### src/rtl/mips_ctrl_pkg.sv
// Shared encodings for the multicycle MIPS control path: FSM states, opcodes,
// ALU operation classes and datapath mux selects.
package mips_ctrl_pkg;

  typedef enum logic [3:0] {
    ST_FETCH     = 4'd0,
    ST_DECODE    = 4'd1,
    ST_MEM_ADDR  = 4'd2,
    ST_MEM_READ  = 4'd3,
    ST_MEM_WB    = 4'd4,
    ST_MEM_WRITE = 4'd5,
    ST_EXEC      = 4'd6,
    ST_R_WB      = 4'd7,
    ST_BRANCH    = 4'd8,
    ST_JUMP      = 4'd9,
    ST_ORI_EXEC  = 4'd10,
    ST_ORI_WB    = 4'd11
  } state_t;

  localparam logic [5:0] OP_RTYPE = 6'b000000;
  localparam logic [5:0] OP_LW    = 6'b100011;
  localparam logic [5:0] OP_SW    = 6'b101011;
  localparam logic [5:0] OP_BEQ   = 6'b000100;
  localparam logic [5:0] OP_J     = 6'b000010;
  localparam logic [5:0] OP_ORI   = 6'b001101;

  // Shared with the ALU control decoder, so the values are fixed.
  typedef enum logic [1:0] {
    ALU_ADD   = 2'b00,
    ALU_SUB   = 2'b01,
    ALU_FUNCT = 2'b10,
    ALU_OR    = 2'b11
  } alu_op_t;

  localparam logic [1:0] SRCB_B      = 2'b00;
  localparam logic [1:0] SRCB_FOUR   = 2'b01;
  localparam logic [1:0] SRCB_IMM    = 2'b10;
  localparam logic [1:0] SRCB_IMM_SH = 2'b11;

  localparam logic [1:0] PCSRC_ALU    = 2'b00;
  localparam logic [1:0] PCSRC_ALUOUT = 2'b01;
  localparam logic [1:0] PCSRC_JUMP   = 2'b10;

endpackage

### src/rtl/multicycle_control.sv
// Main control FSM for the multicycle MIPS datapath: sequences each instruction
// and decodes every datapath select/enable from the current state.
module multicycle_control
  import mips_ctrl_pkg::*;
(
  input  logic       clk,
  input  logic       rst,
  input  logic [5:0] opcode,
  input  logic       mem_ready,
  output logic       pc_write,
  output logic       pc_write_cond,
  output logic       i_or_d,
  output logic       mem_read,
  output logic       mem_write,
  output logic       ir_write,
  output logic       reg_dst,
  output logic       mem_to_reg,
  output logic       reg_write,
  output logic       alu_src_a,
  output logic [1:0] alu_src_b,
  output logic [1:0] alu_op,
  output logic [1:0] pc_source,
  output logic       illegal,
  output logic [3:0] state
);

  state_t state_q;
  state_t state_d;

  always_ff @(posedge clk) begin
    if (rst) state_q <= ST_FETCH;
    else     state_q <= state_d;
  end

  always_comb begin
    state_d = ST_FETCH;
    case (state_q)
      ST_FETCH:     state_d = mem_ready ? ST_DECODE : ST_FETCH;
      ST_DECODE: begin
        case (opcode)
          OP_RTYPE:     state_d = ST_EXEC;
          OP_LW, OP_SW: state_d = ST_MEM_ADDR;
          OP_BEQ:       state_d = ST_BRANCH;
          OP_J:         state_d = ST_JUMP;
          OP_ORI:       state_d = ST_ORI_EXEC;
          default:      state_d = ST_FETCH;
        endcase
      end
      ST_MEM_ADDR:  state_d = (opcode == OP_SW) ? ST_MEM_WRITE : ST_MEM_READ;
      ST_MEM_READ:  state_d = mem_ready ? ST_MEM_WB : ST_MEM_READ;
      ST_MEM_WRITE: state_d = mem_ready ? ST_FETCH : ST_MEM_WRITE;
      ST_EXEC:      state_d = ST_R_WB;
      ST_ORI_EXEC:  state_d = ST_ORI_WB;
      default:      state_d = ST_FETCH;
    endcase
  end

  // Reset masks every output, so a pending memory request drops immediately.
  always_comb begin
    pc_write      = 1'b0;
    pc_write_cond = 1'b0;
    i_or_d        = 1'b0;
    mem_read      = 1'b0;
    mem_write     = 1'b0;
    ir_write      = 1'b0;
    reg_dst       = 1'b0;
    mem_to_reg    = 1'b0;
    reg_write     = 1'b0;
    alu_src_a     = 1'b0;
    alu_src_b     = SRCB_B;
    alu_op        = ALU_ADD;
    pc_source     = PCSRC_ALU;
    illegal       = 1'b0;
    state         = 4'd0;
    if (!rst) begin
      state = state_q;
      case (state_q)
        ST_FETCH: begin
          mem_read  = 1'b1;
          alu_src_b = SRCB_FOUR;
          ir_write  = mem_ready;
          pc_write  = mem_ready;
        end
        ST_DECODE: begin
          alu_src_b = SRCB_IMM_SH;
          illegal   = !(opcode inside {OP_RTYPE, OP_LW, OP_SW, OP_BEQ, OP_J, OP_ORI});
        end
        ST_MEM_ADDR: begin
          alu_src_a = 1'b1;
          alu_src_b = SRCB_IMM;
        end
        ST_MEM_READ: begin
          mem_read = 1'b1;
          i_or_d   = 1'b1;
        end
        ST_MEM_WB: begin
          reg_write  = 1'b1;
          mem_to_reg = 1'b1;
        end
        ST_MEM_WRITE: begin
          mem_write = 1'b1;
          i_or_d    = 1'b1;
        end
        ST_EXEC: begin
          alu_src_a = 1'b1;
          alu_op    = ALU_FUNCT;
        end
        ST_R_WB: begin
          reg_write = 1'b1;
          reg_dst   = 1'b1;
        end
        ST_BRANCH: begin
          alu_src_a     = 1'b1;
          alu_op        = ALU_SUB;
          pc_write_cond = 1'b1;
          pc_source     = PCSRC_ALUOUT;
        end
        ST_JUMP: begin
          pc_write  = 1'b1;
          pc_source = PCSRC_JUMP;
        end
        ST_ORI_EXEC: begin
          alu_src_a = 1'b1;
          alu_src_b = SRCB_IMM;
          alu_op    = ALU_OR;
        end
        ST_ORI_WB: reg_write = 1'b1;
        default: ;
      endcase
    end
  end

endmodule
### config.mk
export PLATFORM = sky130hd
export DESIGN_NAME = multicycle_control
export DESIGN_NICKNAME = d
export VERILOG_FILES = /design/src/rtl/mips_ctrl_pkg.sv /design/src/rtl/multicycle_control.sv
export SDC_FILE = /design/constraint.sdc
export NUM_CORES = 1
export LEC_CHECK = 0
export ABC_CLOCK_PERIOD_IN_PS = 3000
export CORE_UTILIZATION = 40
export CTS_CLUSTER_DIAMETER = 50
export DETAILED_ROUTE_END_ITERATION = 10
export PLACE_DENSITY = 0.85
export SLEW_MARGIN = 20
export SYNTH_ARGS = -nofsm -noshare
export SYNTH_HDL_FRONTEND = slang
export SYNTH_SLANG_ARGS = --single-unit
### constraint.sdc
create_clock -name clk -period 3 [get_ports clk]
set_clock_uncertainty 0.05 [all_clocks]
set_input_delay 0.3 -clock clk [delete_from_list [all_inputs] [get_ports clk]]
set_output_delay 0.3 -clock clk [all_outputs]
set_load 0.005 [all_outputs]
## Word level (Yosys, flattened, before mapping)

Index checks and enable logic that the tools add are counted.

| cells by class | value |
|---|---|
| $add $sub $neg | 0 |
| $mul | 0 |
| divide/modulo/power cells | 0 |
| $lt $le $gt $ge | 0 |
| eq/ne operators | 16 |
| shifts and indexed selects | 0 |
| multiplexer cells | 35 |
| bitwise logic cells | 0 |
| reductions and logical operators | 10 |

Operators with widths:

| cell | number |
|---|---|
| 4-bit case mux with 7 select lines | 1 |
| 1-bit 2-to-1 mux | 22 |
| 4-bit case mux with 5 select lines | 1 |
| 4-bit by 3-bit == test with 1-bit output (second input constant) | 4 |
| 4-bit == test (second input constant) | 4 |
| 6-bit == test (second input constant) | 2 |
| 2-bit case mux with 3 select lines | 2 |
| 3-bit 2-to-1 mux | 3 |
| 4-bit by 2-bit == test with 1-bit output (second input constant) | 2 |
| 2-bit OR reduction | 4 |
| 6-bit by 2-bit == test with 1-bit output (second input constant) | 1 |
| 6-bit by 3-bit == test with 1-bit output (second input constant) | 1 |
| 6-bit by 4-bit == test with 1-bit output (second input constant) | 1 |
| 6-bit zero test | 1 |
| 2-bit 2-to-1 mux | 3 |
| 6-bit nonzero test | 1 |
| 4-bit by 1-bit == test with 1-bit output (second input constant) | 1 |
| 4-bit zero test | 1 |
| 4-bit 2-to-1 mux | 1 |
| 2-bit case mux with 2 select lines | 1 |
| 4-bit OR reduction | 1 |
| 3-bit OR reduction | 1 |
| 1-bit case mux with 2 select lines | 1 |
| 1-bit zero test | 1 |

| storage, ports and cells | value |
|---|---|
| bits in registers | 4 |
| bits in latches | 0 |
| memory bits (writable) | 0 |
| ROM bits | 0 |
| input port bits | 9 |
| output and inout port bits | 21 |
| memories kept | 0 |

## Logic depth before layout (Yosys ltp)

| depth | value |
|---|---|
| depth after elaboration | 5 |
| depth in mapped cells | 5 |

## Worst setup path after synthesis

Ideal clock, no wire load.

| timing | value |
|---|---|
| path type | register to output |
| start | reg state_q[3] |
| end | out alu_src_a |
| arrival time | 1.104 ns |
| setup slack | 1.546 ns |
| stages on the path, launching flop included | 5 |
| cells stage by stage | dfxtp_1 -> buf_2 -> buf_2 -> nor2_1 -> a2111oi_0 |

| on the way | value |
|---|---|
| word-level cells in the longest chain between the ends | 4 |
| elaborated cells on any way between the ends | 7 |
| those cells by class | eq/ne: 4; mux: 2; reduce/logical: 1 |

Ends and longest elaborated chain:

| element | RTL line | source |
|---|---|---|
| from (decl) | multicycle_control.sv:27 | `state_t state_q;` |
| from (signal assigned) | multicycle_control.sv:32 | `else state_q <= state_d;` |
| 4-bit == test, or another cell as far along | multicycle_control.sv:77 | `case (state_q)` |
| 4-bit OR reduction (no line) (*) | n/a |  |
| 1-bit 2-to-1 mux (*) | multicycle_control.sv:77 |  |
| 1-bit 2-to-1 mux (*) | multicycle_control.sv:75 | `if (!rst) begin` |
| to (decl) | multicycle_control.sv:19 | `output logic alu_src_a,` |

Mark *: on every way between the ends. The rest lies on a longest branch, timed or not.

## Worst setup path after layout

| timing | value |
|---|---|
| start | reg state_q[2] |
| end | out pc_write |

| on the way | value |
|---|---|
| word-level cells in the longest chain between the ends | 3 |
| elaborated cells on any way between the ends | 4 |
| those cells by class | eq/ne: 1; mux: 2; reduce/logical: 1 |

Ends and longest elaborated chain:

| element | RTL line | source |
|---|---|---|
| 4-bit == test or 4-bit zero test (tied branches) | multicycle_control.sv:77 |  |
| 1-bit case mux with 2 select lines (*) | multicycle_control.sv:77 |  |
| 1-bit 2-to-1 mux (*) | multicycle_control.sv:75 |  |
| to (decl) | multicycle_control.sv:10 | `output logic pc_write,` |

Marks and branches as above.

==> metrics.md <==
| Metric | Value |
|---|---|
| Seq. cell area | 80.08 sq um |
| Placed cell count | 126 |
| TritonCTS buffer count | 3 |
| First-iteration detailed-routing DRC count | 23 |
| Largest register FFs | 4 |
| R2R setup slack | 1.30 ns |
| RSZ-0062 raised after global routing | no |
| Clk buf depth | 2 |
| TritonCTS Sinks | 4 |
| Most flops, register | state_q |
| DR WL/cell | 13.56 um |
| Post-synth top area share | 12.43% |
| # DRC | 0 |
| Skew-Pair Late Insertion Delay | 0.23 ns |
| Number of global-route vias before repair | 686 |
| FF+latch count, synth | 4 |
| Sequential cell area fraction in the yosys report | 12.43% |
| Std-Cell Core Area | 1506 sq um |
| DR vias/cell | 6.062 |
| Syn Inst Count | 91 |
| WP data required | 2.65 ns |
| Final Core Density | 61.13% |
| Nets | 124 |
| FP Rows | 14 |
| Multi-input gate area | 496.7 sq um |
| Antenna Violating Nets Remaining | 0 |
| Die area | 1775 sq um |
| Post_cts resized | 0 |
| Critical Path Source Type | flip-flop |
| Mux share of post-synthesis cell area | 1.553% |
| Initial Util | 42.77% |
| Fillers | 133 |
| TritonRoute pass-1 iters | 6 |
| Register-to-Register Path Depth | 4 |
| Tcrit/Tclk final | 82.45% |
| WHS Path Cells | 1 |
| Critical Path End Type | output pin |
| Antenna violations before repair | 0 |
| Pin count of the biggest net entering global routing | 21 |
| Mean post-synth cell area | 7.081 sq um |
| Hold Startpoint | state_q[1] |
| Hold_buf cts | 0 |
| Largest family of logic cells by synthesized area | simple AND/OR/NAND/NOR gates |
| Total track usage | 20.86% |
| XOR/XNOR Fraction of Synth Area | 4.078% |
| Hold Path Class | reg2reg |
| Post-DP HPWL | 1.330 mm |
| Worst-path clk slew | 0.04 ns |
| Worst Tran Pin Value | 0.6759 ns |
| Post-CTS Setup Inserts | 0 |
| Worst Hold Path EP | state_q[3] |
| Pre-CTS WS | 0.6152 ns |
| Root Driver | clkbuf_4 |
| Slew Limit Fails | 0 |
| # port buffers | 29 |
| Leakage | 0.3100 nW |
| Final Hold Fails | 0 |
| Final min period | 2.473 ns |
| Total grt overflow | 0 |
| Final Setup Violations | 0 |
| Synth warnings | 0 |
| Post-synth top area cell | dfxtp_1 |
| I/O pins | 30 |
| Area grow syn2layout | 42.91% |
| Post-Syn Area | 644.4 sq um |
| Adder-cell share of the synthesized area | 0% |
| Compound-gate portion of the synthesized area | 27.77% |
| Share of cells above drive strength 1 | 9.735% |
| ANT cells | 0 |
| Die height | 42.14 um |
| Final GP Congestion | 0.9052 |
| Final worst slack | 0.5266 ns |
| Synth Area in Simple Gates | 43.69% |
| Crit-path max FO | 20 |
| R2R Path End | state_q[1] |
| DRT Wirelength | 1.749 mm |
| CP arrival | 2.12 ns |
| Max Freq | 0.4043 GHz |
| Post-route insts no fill | 129 |
| Outcome | complete, no violations |
| Via count | 782 |
| Die Wd | 42.14 um |
| TritonCTS clock tree | done |
| Worst R2R Start | state_q[1] |
| Largest regs | state_q (4) |
| Setup TNS | 0 ns |
| Post-Syn Nets | 100 |
| Slew HR | 54.88% |
| First-pass GRT wire length | 2.904 mm |
| VDD IR-drop max | 271.3 uV |
| Top cells by area, synth | dfxtp_1, nor2_1, nor2b_1 |
| Max-cap viol count | 0 |
| # H-tree levels | 1 |
| PwrDens | 202.8 nW/um^2 |
| Synth unique cells | 38 |
| Setup Crit Path Kind | reg2out |
[cells in the mapped netlist, drive strengths merged]
library cell  number
a2111oi            1
a211oi             2
a21o               1
a21oi              1
a221oi             1
a2bb2oi            1
a31oi              1
and2               1
and2b              1
and3               4
buf               10
clkbuf             1
dfxtp              4
inv                1
mux2i              1
nand2              2
nand2b             5
nand3              1
nand3b             2
nand4              2
nor2              12
nor2b              7
nor3               7
nor3b              1
nor4               4
o21a               1
o21ai              5
o22a               1
o311ai             1
o32a               3
o32ai              2
or2                1
xnor2              2
xor2               1
[routing by layer]
metal / vias up / global-route usage [%] / share of wire, %
li1: 384 / - / -
met3: 2 / 4.310 / 6.7
met2: 47 / 36.25 / 49
met1: 349 / 23.68 / 43
met5: - / 0 / 0
met4: 0 / 11.25 / 1.3
[per-stage QoR]
stage	hold slack [ns]	instance area [sq um]	power (mW)
2_1_floorplan	0.4644	644.4	0.09522
3_3_place_gp	0.6449	898.4	0.1219
3_5_place_dp	0.6669	898.4	0.1236
4_1_cts	0.6785	920.9	0.1896
5_1_grt	0.7335	920.9	0.1976
6_report	0.6816	920.9	0.1867
[power by group]
part	internal (mW)	switching, mW	total (mW)	leakage (nW)
Sequential	0.0548	0.00390	0.0587	0.0325
Combinational	0.0350	0.0298	0.0649	0.264
Clock	0.0445	0.0187	0.0632	0.0138
Total	0.134	0.0524	0.187	0.310
[kinds of logic after synthesis]
| family | after synthesis |
|---|---|
| multiplexers | 1 |
| XOR/XNOR | 3 |
| flip-flops | 4 |
| buffers and inverters | 12 |
| AND/OR/NAND/NOR | 50 |
| AO/OA/AOI/OAI | 21 |
[worst max path at each step]
stage / to / slack [ns] / from / cells past startpoint
6_report: pc_write / 0.53 / state_q[2] / 4
5_1_grt: pc_write / 0.46 / state_q[2] / 4
4_1_cts: pc_write / 0.55 / state_q[2] / 4
3_5_place_dp: illegal / 0.62 / opcode[5] / 6
3_3_place_gp: illegal / 0.66 / opcode[5] / 6
2_1_floorplan: alu_src_a / 1.55 / state_q[3] / 4
[cell usage in the layout, fill, tap and decap left out, drive strengths merged, types with 2 or more instances in the layout]
master	n
nor2b	7
nand2	2
o32ai	2
o21ai	5
xnor2	2
clkbuf	3
nor4	4
nor3	7
nand3b	2
clkdlybuf4s50	29
o32a	3
nand2b	5
and3	4
a211oi	2
nor2	12
nand4	2
dfxtp	4
[worst max-delay path, cell delays in order (launching register included)]
cell and delay [ns]:
dfxtp_1 0.74, nor3_1 0.20, and3_1 0.24, or2_2 0.26, clkdlybuf4s50_1 0.45
[area by class of cell]
class | count | share of cell area, %
clock buffer | 3 | 2.446
inverter | 1 | 0.4076
multi-input combinational | 75 | 53.94
sequential | 4 | 8.696
tap | 16 | 2.174
timing repair buffer | 30 | 32.34
Note: power is estimated with default switching activity, not from simulation.
